`config.mk`:
```
export PLATFORM = sky130hd
export DESIGN_NAME = reg_file_param
export DESIGN_NICKNAME = d
export VERILOG_FILES = /design/src/rtl/reg_file_param.sv
export SDC_FILE = /design/constraint.sdc
export NUM_CORES = 1
export LEC_CHECK = 0
export BUFFER_PORTS_ARGS = -buffer_cell sky130_fd_sc_hd__buf_2
export CAP_MARGIN = 10
export CORE_MARGIN = 4
export CORE_UTILIZATION = 37
export CTS_CLUSTER_SIZE = 40
export DETAILED_ROUTE_END_ITERATION = 16
export GPL_ROUTABILITY_DRIVEN = 0
export GPL_TIMING_DRIVEN = 0
export HOLD_SLACK_MARGIN = 0.08
export PLACE_DENSITY = 0.53
export SLEW_MARGIN = 20
export SYNTH_ARGS = -nofsm -noshare
export SYNTH_HDL_FRONTEND = slang
export SYNTH_SLANG_ARGS = --single-unit
```
`constraint.sdc`:
```
create_clock -name clk -period 9 [get_ports clk]
set_input_delay 1.8 -clock clk [delete_from_list [all_inputs] [get_ports clk]]
set_output_delay 1.8 -clock clk [all_outputs]
set_load 0.01 [all_outputs]
```
`src/rtl/reg_file_param.sv`:
```
// rtl/reg_file_param.sv - parameterised register file with soft clear; REGFILE_SCOREBOARD_EN adds pending-write scoreboard
module reg_file_param #(
  parameter int DATA_W   = 32,
  parameter int ADDR_W   = 5,
  parameter int ZERO_REG = 1
) (
  input  logic              clk,
  input  logic              rst,
  input  logic              clr_req,
  input  logic [ADDR_W-1:0] rs1,
  input  logic [ADDR_W-1:0] rs2,
  output logic [DATA_W-1:0] rd1_o,
  output logic [DATA_W-1:0] rd2_o,
  input  logic              regWrite,
  input  logic [ADDR_W-1:0] writeReg,
  input  logic [DATA_W-1:0] writeData,
  output logic              ready
`ifdef REGFILE_SCOREBOARD_EN
  ,
  input  logic              alloc_en,
  input  logic [ADDR_W-1:0] alloc_reg,
  output logic              rs1_busy,
  output logic              rs2_busy
`endif
);

  localparam int DEPTH = 1 << ADDR_W;
  localparam logic [ADDR_W-1:0] CLR_START = (ZERO_REG != 0) ? ADDR_W'(1) : '0;
  localparam logic [ADDR_W-1:0] CLR_LAST  = ADDR_W'(DEPTH - 1);

  typedef enum logic {CLEAR, READY} state_e;

  state_e            state_q;
  logic [ADDR_W-1:0] clr_cnt_q;
  logic              ready_q;
  logic [DATA_W-1:0] mem_q [DEPTH];

  logic wr_live;
  logic wr_commit;
  logic clr_we;

  // wr_live drives the bypass; a same-cycle clear still drops the store itself
  assign wr_live   = regWrite && (state_q == READY) && !((ZERO_REG != 0) && (writeReg == '0));
  assign wr_commit = wr_live && !clr_req;
  assign clr_we    = (state_q == CLEAR) && !rst;
  assign ready     = ready_q;

  always_ff @(posedge clk) begin
    if (rst) begin
      state_q   <= CLEAR;
      clr_cnt_q <= CLR_START;
      ready_q   <= 1'b0;
    end else begin
      case (state_q)
        READY: begin
          if (clr_req) begin
            state_q   <= CLEAR;
            clr_cnt_q <= CLR_START;
            ready_q   <= 1'b0;
          end
        end
        CLEAR: begin
          if (clr_req) begin
            clr_cnt_q <= CLR_START;
          end else if (clr_cnt_q == CLR_LAST) begin
            state_q <= READY;
            ready_q <= 1'b1;
          end else begin
            clr_cnt_q <= clr_cnt_q + 1'b1;
          end
        end
        default: begin
          state_q   <= CLEAR;
          clr_cnt_q <= CLR_START;
          ready_q   <= 1'b0;
        end
      endcase
    end
  end

  always_ff @(posedge clk) begin
    if (clr_we) begin
      mem_q[clr_cnt_q] <= '0;
    end else if (wr_commit) begin
      mem_q[writeReg] <= writeData;
    end
  end

  function automatic logic [DATA_W-1:0] read_port(input logic [ADDR_W-1:0] addr);
    logic [DATA_W-1:0] val;
    val = '0;
    if (state_q == READY) begin
      if (wr_live && (writeReg == addr)) begin
        val = writeData;
      end else if (!((ZERO_REG != 0) && (addr == '0))) begin
        val = mem_q[addr];
      end
    end
    return val;
  endfunction

  always_comb begin
    rd1_o = read_port(rs1);
    rd2_o = read_port(rs2);
  end

`ifdef REGFILE_SCOREBOARD_EN
  logic [DEPTH-1:0] pending_q;
  logic [DEPTH-1:0] pending_d;

  // Clear-before-set so an alloc and a write to the same entry leave it pending
  always_comb begin
    pending_d = pending_q;
    if ((state_q != READY) || clr_req) begin
      pending_d = '0;
    end else begin
      if (wr_commit) begin
        pending_d[writeReg] = 1'b0;
      end
      if (alloc_en && !((ZERO_REG != 0) && (alloc_reg == '0))) begin
        pending_d[alloc_reg] = 1'b1;
      end
    end
  end

  always_ff @(posedge clk) begin
    if (rst) begin
      pending_q <= '0;
    end else begin
      pending_q <= pending_d;
    end
  end

  assign rs1_busy = pending_q[rs1] && !(regWrite && (writeReg == rs1) && (state_q == READY));
  assign rs2_busy = pending_q[rs2] && !(regWrite && (writeReg == rs2) && (state_q == READY));
`endif

endmodule

```
==> impl_metrics.env <==
export IMPL_die_w_um=369
export IMPL_synth_nets=2473
export IMPL_antenna_found_initial=13
export IMPL_finalHoldViolCount=0
export IMPL_placed_area_sq_um=52700
export IMPL_drive_above_1_share_pct=35.5
export IMPL_internal_power_mw=7.84
export IMPL_rows=132
export IMPL_status="finished, final reports clean"
export IMPL_worstPathMaxFanout=10
export IMPL_worstPathArrival_ns=5.69
export IMPL_yosys_warnings=0
export IMPL_syn_inst=2420
export IMPL_ctsResizeCount=0
export IMPL_finalInstanceArea_sq_um=56100
export IMPL_fmax_ghz=0.134
export IMPL_grt_pass1_wl_um=225000
export IMPL_syn_area_sq_um=48100
export IMPL_layout_min_cycle_time_ns=7.49
export IMPL_yosysUniqueCellTypes=42
export IMPL_startpoint_type="input port"
export IMPL_synth_edf_count=1024
export IMPL_ys_ff_latch=1031
export IMPL_yosysSeqAreaShare_pct=64.2
export IMPL_root_buffer="clkbuf_16"
export IMPL_hold_path_class="reg2reg"
export IMPL_core_area_sq_um=129000
export IMPL_cts_clk_slew_worst_paths_ns=0.07
export IMPL_synthArstFlopShare_pct=0
export IMPL_finClkSkew_ns=0.0255
export IMPL_die_y_um=369
export IMPL_vias_per_cell=6.28
export IMPL_fin_nets=2752
export IMPL_vdd_drop_max_v=0.000149
export IMPL_vias=28500
export IMPL_grt_usage_pct=23.5
export IMPL_syn2layout_area_growth_pct=16.7
export IMPL_maxCapViolations=0
export IMPL_clockPowerShare_pct=42.6
export IMPL_cts_tree="done"
export IMPL_synth_top_area_share_pct=63.9
export IMPL_cts_setup_buffers=0
export IMPL_clockBufferDepth=3
export IMPL_ctsHoldBuffers=0
export IMPL_yosys_most_used_dff="edfxtp_1"
export IMPL_first_pass_iters=6
export IMPL_grt_max_degree=33
export IMPL_cts_buffers=108
export IMPL_port_buffers=105
export IMPL_synth_largest_area_cell="edfxtp_1"
export IMPL_setup_viol=0
export IMPL_hold_slack_ns=0.615
export IMPL_fin_crit_sh_pct=83.2
export IMPL_grt_overflow=0
export IMPL_dieArea_sq_um=136000
export IMPL_fin_util_pct=43.4
export IMPL_first_global_vias=29700
export IMPL_dp_hpwl_um=116000
export IMPL_power_switching_mw=2.27
export IMPL_leakage_nw=19.8
export IMPL_crit_type="in2out"
export IMPL_wirelength_um=161000
export IMPL_maxSlewViolCount=0
export IMPL_holdPathStages=2
export IMPL_numPlacedInstances=4329
export IMPL_tightest_slew_ns=1.24
export IMPL_fin_setup_tns_ns=0
export IMPL_io_pins=116
export IMPL_drc_errors=0
export IMPL_rsz0062_at_grt="no"
export IMPL_instances_no_fill=4531
export IMPL_detail_route_iter0_violations=3832
export IMPL_setup_ws_ns=1.51
export IMPL_drt_antenna_violating_nets=0
export IMPL_pwr_share_comb_pct=5.7
export IMPL_wl_per_cell_um=35.6
export IMPL_cts_max_level=3
export IMPL_cellPowerDensity_nw_per_um2=180
export IMPL_dpl_worst_slack_ns=1.61
export IMPL_netlist_top_cells_area="edfxtp_1 64%, mux4_2 24%, a211oi_1 2.0%, a22oi_1 2.0%, mux2i_1 1.4%"
export IMPL_switching_share_pct=22.5
export IMPL_clk_latency_ns=0.71
export IMPL_fin_total_pwr_mw=10.1
export IMPL_slew_headroom_pct=16.6
export IMPL_syn_avg_cell_area_sq_um=19.9
export IMPL_crit_required_ns=7.20
export IMPL_cts_sinks=1031
export IMPL_p_seq_share_pct=51.7
export IMPL_start_util_pct=37.2
export IMPL_r2r_cells=9
export IMPL_end_kind="output pin"
==> routing by layer <==
metal | routed length [um] | vias to the layer above | GRT usage (%)
li1 | - | 11200 | -
met1 | 62900 | 15500 | 31.0
met2 | 77700 | 1431 | 38.5
met3 | 15000 | 285 | 5.60
met4 | 5500 | 2 | 8.16
met5 | 10 | - | 0
==> layout by cell type (no fill, tap or decap), types with 11 or more instances in the layout <==
| cell type | netlist | routed |
|---|---|---|
| mux2i_1 | 65 | 65 |
| clkbuf_1 | 113 | 137 |
| nand2_1 | 80 | 80 |
| mux4_2 | 513 | 513 |
| clkbuf_16 | 0 | 111 |
| a22oi_1 | 127 | 127 |
| a221o_1 | 64 | 64 |
| a211oi_1 | 128 | 122 |
| edfxtp_1 | 1024 | 1024 |
| buf_16 | 0 | 55 |
| clkinv_1 | 0 | 19 |
| nor2b_1 | 69 | 69 |
| xnor2_1 | 11 | 11 |
| nor2_4 | 0 | 32 |
| clkinv_2 | 0 | 19 |
| buf_2 | 80 | 186 |
| buf_1 | 15 | 14 |
| and2_2 | 0 | 25 |
==> path summary, 6_finish.rpt <==
path | endpoint | slack [ns] | from
worst max-delay path | rd2_o[15] | 1.51 | rs2[1]
worst min-delay path | clr_cnt_q[1]$_SDFFE_PP0P_ | 0.61 | clr_cnt_q[1]$_SDFFE_PP0P_
worst max register to register | mem_q[3][22]$_DFFE_PP_ | 5.73 | state_q$_SDFF_PP0_
worst min register to register | clr_cnt_q[1]$_SDFFE_PP0P_ | 0.61 | clr_cnt_q[1]$_SDFFE_PP0P_
==> cell families (layout without fill, tap and decap cells) <==
| family | count (synthesis) | count (layout) | synth area share [%] |
|---|---|---|---|
| AO/OA/AOI/OAI | 334 | 334 | 5.54 |
| XOR/XNOR | 13 | 13 | 0.237 |
| adder cells (fa/ha/maj) | 2 | 2 | 0.0520 |
| buffers and inverters | 212 | 573 | 1.86 |
| flip-flops | 1031 | 1031 | 64.2 |
| multiplexers | 579 | 579 | 25.4 |
| other | 0 | 8 | 0 |
| AND/OR/NAND/NOR | 249 | 249 | 2.67 |
==> flip-flops by register name (all words and copies together), names as in the netlist <==
name	cells
mem_q	1024
ready	1
state_q	1
clr_cnt_q	5
==> synthesized netlist by cell type, types with 7 or more instances <==
cell	instances
edfxtp_1	1024
mux2i_1	65
clkbuf_1	113
buf_2	80
nor2b_1	69
a221o_1	64
nand2_1	80
mux4_2	513
a22oi_1	127
dfxtp_1	7
and2_1	33
nor2_1	42
a211oi_1	128
buf_1	15
xnor2_1	11
==> worst max-delay path: stages <==
cell and delay [ns]:
buf_2 0.29, clkbuf_1 0.58, clkbuf_1 0.80, clkbuf_1 0.50, a211oi_1 0.23, a211oi_1 1.04
a221o_1 0.27, buf_2 0.14
==> power groups by stage <==
stage	Sequential [mW]	Combinational (mW)	Clock (mW)
3_5_place_dp	5.33	0.576	0
2_1_floorplan	5.33	0.336	0
4_1_cts	5.23	0.577	4.35
5_1_grt	5.23	0.599	4.56
3_3_place_gp	5.33	0.553	0
6_report	5.23	0.576	4.31
==> final cells by class <==
cell class	instances	area, sq um
Buffer	208	883
Clock inverter	56	443
Sequential cell	1031	30900
Clock buffer	136	2870
Inverter	4	15.0
Timing Repair Buffer	169	2190
Fill cell	11100	73200
Antenna cell	8	20.0
Tap cell	1742	2180
Multi-Input combinational cell	1177	16600
(Power assumes the default switching activity.)
